**config.mk**
```make
export PLATFORM = sky130hd
export DESIGN_NAME = seq_alu
export DESIGN_NICKNAME = d
export VERILOG_FILES = /design/src/rtl/seq_alu_pkg.sv /design/src/rtl/alu_flag_gen.sv /design/src/rtl/seq_alu.sv
export SDC_FILE = /design/constraint.sdc
export NUM_CORES = 1
export LEC_CHECK = 0
export CAP_MARGIN = 0
export CORE_ASPECT_RATIO = 0.5
export CORE_UTILIZATION = 54
export CTS_CLUSTER_DIAMETER = 80
export DETAILED_ROUTE_END_ITERATION = 10
export PLACE_DENSITY = 0.88
export SKIP_LAST_GASP = 1
export SLEW_MARGIN = 30
export SYNTH_ARGS = -nofsm -noshare
export SYNTH_HDL_FRONTEND = slang
export SYNTH_SLANG_ARGS = --single-unit
```
**constraint.sdc**
```tcl
create_clock -name clk -period 3.4 [get_ports clk]
set_input_delay 0.85 -clock clk [delete_from_list [all_inputs] [get_ports clk]]
set_output_delay 0.85 -clock clk [all_outputs]
set_load 0.03 [all_outputs]
```
**src/rtl/seq_alu_pkg.sv**
```systemverilog
// Shared types and op decode helpers for seq_alu.
// SEQ_ALU_MUL_EN enables the shift-add multiply (op 9); without it op 9 decodes as illegal.
package seq_alu_pkg;

  typedef enum logic [3:0] {
    OP_ADD = 4'd0,
    OP_SUB = 4'd1,
    OP_AND = 4'd2,
    OP_OR  = 4'd3,
    OP_XOR = 4'd4,
    OP_SHL = 4'd5,
    OP_SHR = 4'd6,
    OP_SAR = 4'd7,
    OP_CMP = 4'd8,
    OP_MUL = 4'd9
  } alu_op_e;

  typedef enum logic {
    ST_IDLE = 1'b0,
    ST_EXEC = 1'b1
  } alu_state_e;

  localparam logic [3:0] OP_ILLEGAL_MIN = 4'd10;

  function automatic logic op_is_legal(input logic [3:0] op);
`ifdef SEQ_ALU_MUL_EN
    return op < OP_ILLEGAL_MIN;
`else
    return (op < OP_ILLEGAL_MIN) && (op != OP_MUL);
`endif
  endfunction

  function automatic logic op_is_shift(input alu_op_e op);
    return (op == OP_SHL) || (op == OP_SHR) || (op == OP_SAR);
  endfunction

endpackage

```
**src/rtl/alu_flag_gen.sv**
```systemverilog
// Final-step flag derivation: zero/sign from the computed value, carry/overflow
// selected from the per-op candidates according to the operation.
module alu_flag_gen
  import seq_alu_pkg::*;
#(
  parameter int WIDTH = 8
) (
  input  alu_op_e            op_i,
  input  logic [WIDTH-1:0]   value_i,
  input  logic               add_carry_i,
  input  logic               add_ovf_i,
  input  logic               sub_borrow_i,
  input  logic               sub_ovf_i,
  input  logic               shift_carry_i,
  input  logic               mul_ovf_i,
  output logic               zero_o,
  output logic               sign_o,
  output logic               carry_o,
  output logic               overflow_o
);

  always_comb begin
    zero_o     = (value_i == '0);
    sign_o     = value_i[WIDTH-1];
    carry_o    = 1'b0;
    overflow_o = 1'b0;
    case (op_i)
      OP_ADD: begin
        carry_o    = add_carry_i;
        overflow_o = add_ovf_i;
      end
      OP_SUB, OP_CMP: begin
        carry_o    = sub_borrow_i;
        overflow_o = sub_ovf_i;
      end
      OP_SHL, OP_SHR, OP_SAR: carry_o = shift_carry_i;
      OP_MUL: begin
        carry_o    = mul_ovf_i;
        overflow_o = mul_ovf_i;
      end
      default: ;
    endcase
  end

endmodule

```
**src/rtl/seq_alu.sv**
```systemverilog
// Multi-cycle ALU feeding the status register: one op per start/done handshake.
// Optional multiply under SEQ_ALU_MUL_EN (one partial-product step per cycle).
module seq_alu
  import seq_alu_pkg::*;
#(
  parameter int WIDTH = 8
) (
  input  logic             clk,
  input  logic             reset,
  input  logic             start,
  input  logic [3:0]       op,
  input  logic [WIDTH-1:0] a,
  input  logic [WIDTH-1:0] b,
  output logic             busy,
  output logic             done,
  output logic             flag_we,
  output logic [WIDTH-1:0] result,
  output logic             zero_out,
  output logic             carry_out,
  output logic             overflow_out,
  output logic             sign_out,
  output alu_state_e       dbg_state
);

  // Handshake: start is only sampled in IDLE; done/flag_we are single-cycle
  // pulses in the cycle after the final EXEC step, when the FSM is IDLE again.

  localparam int SW = $clog2(WIDTH);
  localparam int CW = SW + 1;

  alu_state_e       state_q;
  alu_op_e          op_q;
  logic             legal_q;
  logic [WIDTH-1:0] a_q, b_q, result_q;
  logic [CW-1:0]    cnt_q, cnt_d;
  logic             done_q, flag_we_q;
  logic             zero_q, carry_q, ovf_q, sign_q;

  logic [WIDTH:0]   sum_w, diff_w;
  logic             add_ovf, sub_ovf;
  logic [WIDTH-1:0] sh_next, value_d;
  logic             sh_out, shift_carry, last_step, iterate;
  logic             mul_ovf;
  logic [WIDTH-1:0] mul_lo;
  logic             fz, fs, fc, fv;

  assign sum_w   = {1'b0, a_q} + {1'b0, b_q};
  assign diff_w  = {1'b0, a_q} - {1'b0, b_q};
  assign add_ovf = (a_q[WIDTH-1] == b_q[WIDTH-1]) && (sum_w[WIDTH-1] != a_q[WIDTH-1]);
  assign sub_ovf = (a_q[WIDTH-1] != b_q[WIDTH-1]) && (diff_w[WIDTH-1] != a_q[WIDTH-1]);

  always_comb begin
    sh_next = a_q;
    sh_out  = 1'b0;
    case (op_q)
      OP_SHL: begin
        sh_next = {a_q[WIDTH-2:0], 1'b0};
        sh_out  = a_q[WIDTH-1];
      end
      OP_SHR: begin
        sh_next = {1'b0, a_q[WIDTH-1:1]};
        sh_out  = a_q[0];
      end
      OP_SAR: begin
        sh_next = {a_q[WIDTH-1], a_q[WIDTH-1:1]};
        sh_out  = a_q[0];
      end
      default: ;
    endcase
  end

`ifdef SEQ_ALU_MUL_EN
  // prod_q = {accumulator, remaining multiplier bits}; each step adds a on the
  // multiplier LSB and shifts the whole pair right by one.
  logic [2*WIDTH-1:0] prod_q, mul_next;
  logic [WIDTH:0]     mul_sum;
  assign mul_sum  = {1'b0, prod_q[2*WIDTH-1:WIDTH]} + (prod_q[0] ? {1'b0, a_q} : '0);
  assign mul_next = {mul_sum, prod_q[WIDTH-1:1]};
  assign mul_ovf  = |mul_next[2*WIDTH-1:WIDTH];
  assign mul_lo   = mul_next[WIDTH-1:0];
`else
  assign mul_ovf  = 1'b0;
  assign mul_lo   = '0;
`endif

  assign shift_carry = (cnt_q != '0) && sh_out;
  assign last_step   = (cnt_q <= CW'(1));
  assign iterate     = legal_q && !last_step && (op_is_shift(op_q) || op_q == OP_MUL);

  always_comb begin
    cnt_d = '0;
    if (op_is_shift(alu_op_e'(op)))
      cnt_d = {{(CW-SW){1'b0}}, b[SW-1:0]};
    else if (op == OP_MUL)
      cnt_d = CW'(WIDTH);
  end

  always_comb begin
    value_d = '0;
    case (op_q)
      OP_ADD:                 value_d = sum_w[WIDTH-1:0];
      OP_SUB, OP_CMP:         value_d = diff_w[WIDTH-1:0];
      OP_AND:                 value_d = a_q & b_q;
      OP_OR:                  value_d = a_q | b_q;
      OP_XOR:                 value_d = a_q ^ b_q;
      OP_SHL, OP_SHR, OP_SAR: value_d = (cnt_q == '0) ? a_q : sh_next;
      OP_MUL:                 value_d = mul_lo;
      default: ;
    endcase
  end

  alu_flag_gen #(.WIDTH(WIDTH)) u_flag_gen (
    .op_i          (op_q),
    .value_i       (value_d),
    .add_carry_i   (sum_w[WIDTH]),
    .add_ovf_i     (add_ovf),
    .sub_borrow_i  (diff_w[WIDTH]),
    .sub_ovf_i     (sub_ovf),
    .shift_carry_i (shift_carry),
    .mul_ovf_i     (mul_ovf),
    .zero_o        (fz),
    .sign_o        (fs),
    .carry_o       (fc),
    .overflow_o    (fv)
  );

  always_ff @(posedge clk) begin
    if (reset) begin
      state_q   <= ST_IDLE;
      op_q      <= OP_ADD;
      legal_q   <= 1'b0;
      a_q       <= '0;
      b_q       <= '0;
      cnt_q     <= '0;
      result_q  <= '0;
      done_q    <= 1'b0;
      flag_we_q <= 1'b0;
      zero_q    <= 1'b0;
      carry_q   <= 1'b0;
      ovf_q     <= 1'b0;
      sign_q    <= 1'b0;
`ifdef SEQ_ALU_MUL_EN
      prod_q    <= '0;
`endif
    end else begin
      done_q    <= 1'b0;
      flag_we_q <= 1'b0;
      case (state_q)
        ST_IDLE: begin
          if (start) begin
            op_q    <= alu_op_e'(op);
            legal_q <= op_is_legal(op);
            a_q     <= a;
            b_q     <= b;
            cnt_q   <= cnt_d;
`ifdef SEQ_ALU_MUL_EN
            prod_q  <= {{WIDTH{1'b0}}, b};
`endif
            state_q <= ST_EXEC;
          end
        end
        ST_EXEC: begin
          if (iterate) begin
            if (op_is_shift(op_q)) a_q <= sh_next;
            cnt_q <= cnt_q - CW'(1);
`ifdef SEQ_ALU_MUL_EN
            prod_q <= mul_next;
`endif
          end else begin
            done_q  <= 1'b1;
            state_q <= ST_IDLE;
            if (legal_q) begin
              flag_we_q <= 1'b1;
              zero_q    <= fz;
              sign_q    <= fs;
              carry_q   <= fc;
              ovf_q     <= fv;
              if (op_q != OP_CMP) result_q <= value_d;
            end
          end
        end
        default: state_q <= ST_IDLE;
      endcase
    end
  end

  assign busy         = (state_q == ST_EXEC);
  assign done         = done_q;
  assign flag_we      = flag_we_q;
  assign result       = result_q;
  assign zero_out     = zero_q;
  assign carry_out    = carry_q;
  assign overflow_out = ovf_q;
  assign sign_out     = sign_q;
  assign dbg_state    = state_q;

endmodule

```
==> out/metrics.cfg <==
[status]
status=finished, final reports clean

[yosys]
synth_fp_nets=482
synthMuxAreaShare=0.0421
postSynthCellCount=428
avgSynthCellArea_um2=7.78
yosys-top-cells-count=46 x nand2_1, 41 x a21oi_1, 40 x dfxtp_1, 40 x nor2_1
synth_top_area_frac=0.241
synth_compound_area_frac=0.299
synth.largest_area_cell=dfxtp_1
syn_area_mm2=0.00333
yosysMostFrequentCell=nand2_1
synthXorXnorAreaFrac=0.00789
synth-async-reset-ratio=0
synth_top_family_by_area=compound AO/OA/AOI/OAI gates
synth-edff-count=0
synth-seq-area-share=0.241
synth-main-ff-cell=dfxtp_1
synth_adder_area_share=0.124
synth_warnings=0
synth_cell_types=68
synth_simple_gate_area_share=0.206
yosys-top-cells-area=dfxtp_1 24%, ha_1 11%, a21oi_1 6.2%
synth_seq_cells=40

[routing]
drcViolationCount=0
vias=3472
ant_nets=0
routed_wl_mm=9.96
drt_first_iter_violations=421
wire_per_inst_um=18.6
first_pass_iters=6
avgViaCountPerCell=6.49

[layout]
diodes=0
fillers=462
nets=515
final_cells=535
multi_input_area_mm2=0.00226
drive_gt1_frac=0.0844
postLayoutCoreUtil=0.691
seqCellArea_um2=801
fin_area_mm2=0.00394
area_delta_synth_final_pct=18.4

[clock_network]
cts_root_buffer=clkbuf_16
cts-buffers-inserted=5
cts_sinks=40
cts_tree=built
ctsHoldBuffers=0
cts_htree_levels=2
cts_buffer_depth=2
cts_setup_buffers=0
ctsResizeCount=0
clk_pin_slew_ps=60
clkLatencyLatePin_ps=290

[timing]
timing.slew.headroom=0.464
grt_setup_unrepaired=no
hold_ws_ps=496
slew_viol_final=0
fmax_ghz=0.324
tns_ps=0
setup_viol=0
hold_violations=0
setup_ws_ps=313
tightestPinTransition_ps=803
period_share=0.908
period_needed_ps=3090
fin_skew_ps=3.96

[critical_path]
path_delay_family=compound AO/OA/AOI/OAI gates
endpoint_kind=flip-flop
crit_required_ps=3580
path_class=reg -> reg
crit_slowest_cell=dfxtp_1
cp_cell_sequence=inv_1 > ha_1 > a211o_2 > a2111o_1 > a311o_1 > a2111oi_2 > o21ai_1 > and3_4 > a31o_1
crit_path_max_incr_delay_ps=510
critPathBufInv=1
crit_arrival_ps=3270
cp-start-kind=flip-flop
crit_fanout=8

[global_route]
gr-total-overflow=0
grt_first_pass_wirelength_mm=15.8
antenna_found_initial=0
first_global_vias=3082
gr-usage-all-layers=0.316
grt_max_degree=41

[pwr]
swShare=0.335
clockPowerShare=0.353
fin_total_pwr_mw=1.61
ir_worst_vdd_mv=0.290
p_int_mw=1.07
powerDensity_mw_per_mm2=408
combPwrFrac=0.309
power_leakage_nw=1.51
p_switching_mw=0.538
sequentialPowerShare=0.337

[floorplanning]
die_h_um=57.5
core_area_mm2=0.00571
pin_count=39
fp.dieW_um=113
placementRows=19
dieArea_mm2=0.00650
floorplan.initialDensity=0.584

[placement]
pre_cts_ws_ps=335
gp_congestion=0.979
dpl-instance-area_mm2=0.00376
place_hpwl_mm=7.14
dp.cells=527
io_buffer_count=38

[min_path]
min_path_type=reg -> reg

[flow_run]
maxCapViolCount=0

[layout make-up]
cell class / count / area share
multi-input cells: 331 / 0.574
flip-flops and latches: 40 / 0.203
repair buffers: 54 / 0.127
clock buffers: 6 / 0.0352
inverters: 29 / 0.0276
well taps: 73 / 0.0232
clock inverters: 2 / 0.00984
[state kept, by name, indices dropped and copies added (netlist names)]
register and cells:
op_q 4, done 1, carry_out 1, b_q 8, sign_out 1, overflow_out 1, legal_q 1, flag_we 1
cnt_q 4, zero_out 1, busy 1, a_q 8, result 8
[cells by family after synthesis]
| logic type | count (synthesis) |
|---|---|
| AOI/OAI and AO/OA | 142 |
| and+or+nand+nor | 140 |
| buffers and inverters | 57 |
| DFF | 40 |
| adders and majority gates | 32 |
| muxes | 14 |
| xor gates and xnor gates | 3 |
[cells in the final DEF (no fill, tap or decap), drive strengths merged, types with 5 or more instances in the layout]
master / synthesis / routed
clkbuf: 20 / 6
mux2i: 14 / 14
clkdlybuf4s50: 0 / 38
nand2: 46 / 46
o221ai: 6 / 6
inv: 29 / 29
nand2b: 7 / 7
nor3: 9 / 9
nor3b: 6 / 6
buf: 8 / 16
nor2: 40 / 40
nand3: 5 / 5
ha: 29 / 29
a211oi: 15 / 15
dfxtp: 40 / 40
o21a: 5 / 5
a22oi: 8 / 8
nor2b: 7 / 7
a21oi: 41 / 41
o21ai: 17 / 17
[layer usage]
metal  wire, um  track usage
met1       4350        0.450
met2       4240        0.470
met3       1230       0.0946
met4        129       0.0733
met5          0            0
[worst register-to-register path, cell delays in order (launching register included)]
cell,delay [ps]
dfxtp_1,510
inv_1,160
ha_1,360
a211o_2,330
a2111o_1,380
a311o_1,370
a2111oi_2,370
o21ai_1,110
and3_4,200
a31o_1,200
[worst paths after layout]
path | from | to | slack [ps] | cells past startpoint
setup / recovery | a_q[1] | zero_out | 310 | 9
setup reg to reg | a_q[1] | zero_out | 310 | 9
hold / removal | overflow_out | overflow_out | 500 | 2
hold reg to reg | overflow_out | overflow_out | 500 | 2
[power groups by stage]
| stage | logic (mW) | registers (mW) | clock network, mW |
|---|---|---|---|
| 2_1_floorplan | 0.340 | 0.544 | 0 |
| 5_1_grt | 0.536 | 0.546 | 0.590 |
| 3_5_place_dp | 0.475 | 0.550 | 0 |
| 3_3_place_gp | 0.467 | 0.548 | 0 |
| 6_report | 0.497 | 0.543 | 0.569 |
| 4_1_cts | 0.482 | 0.540 | 0.567 |
(Power assumes the default switching activity.)
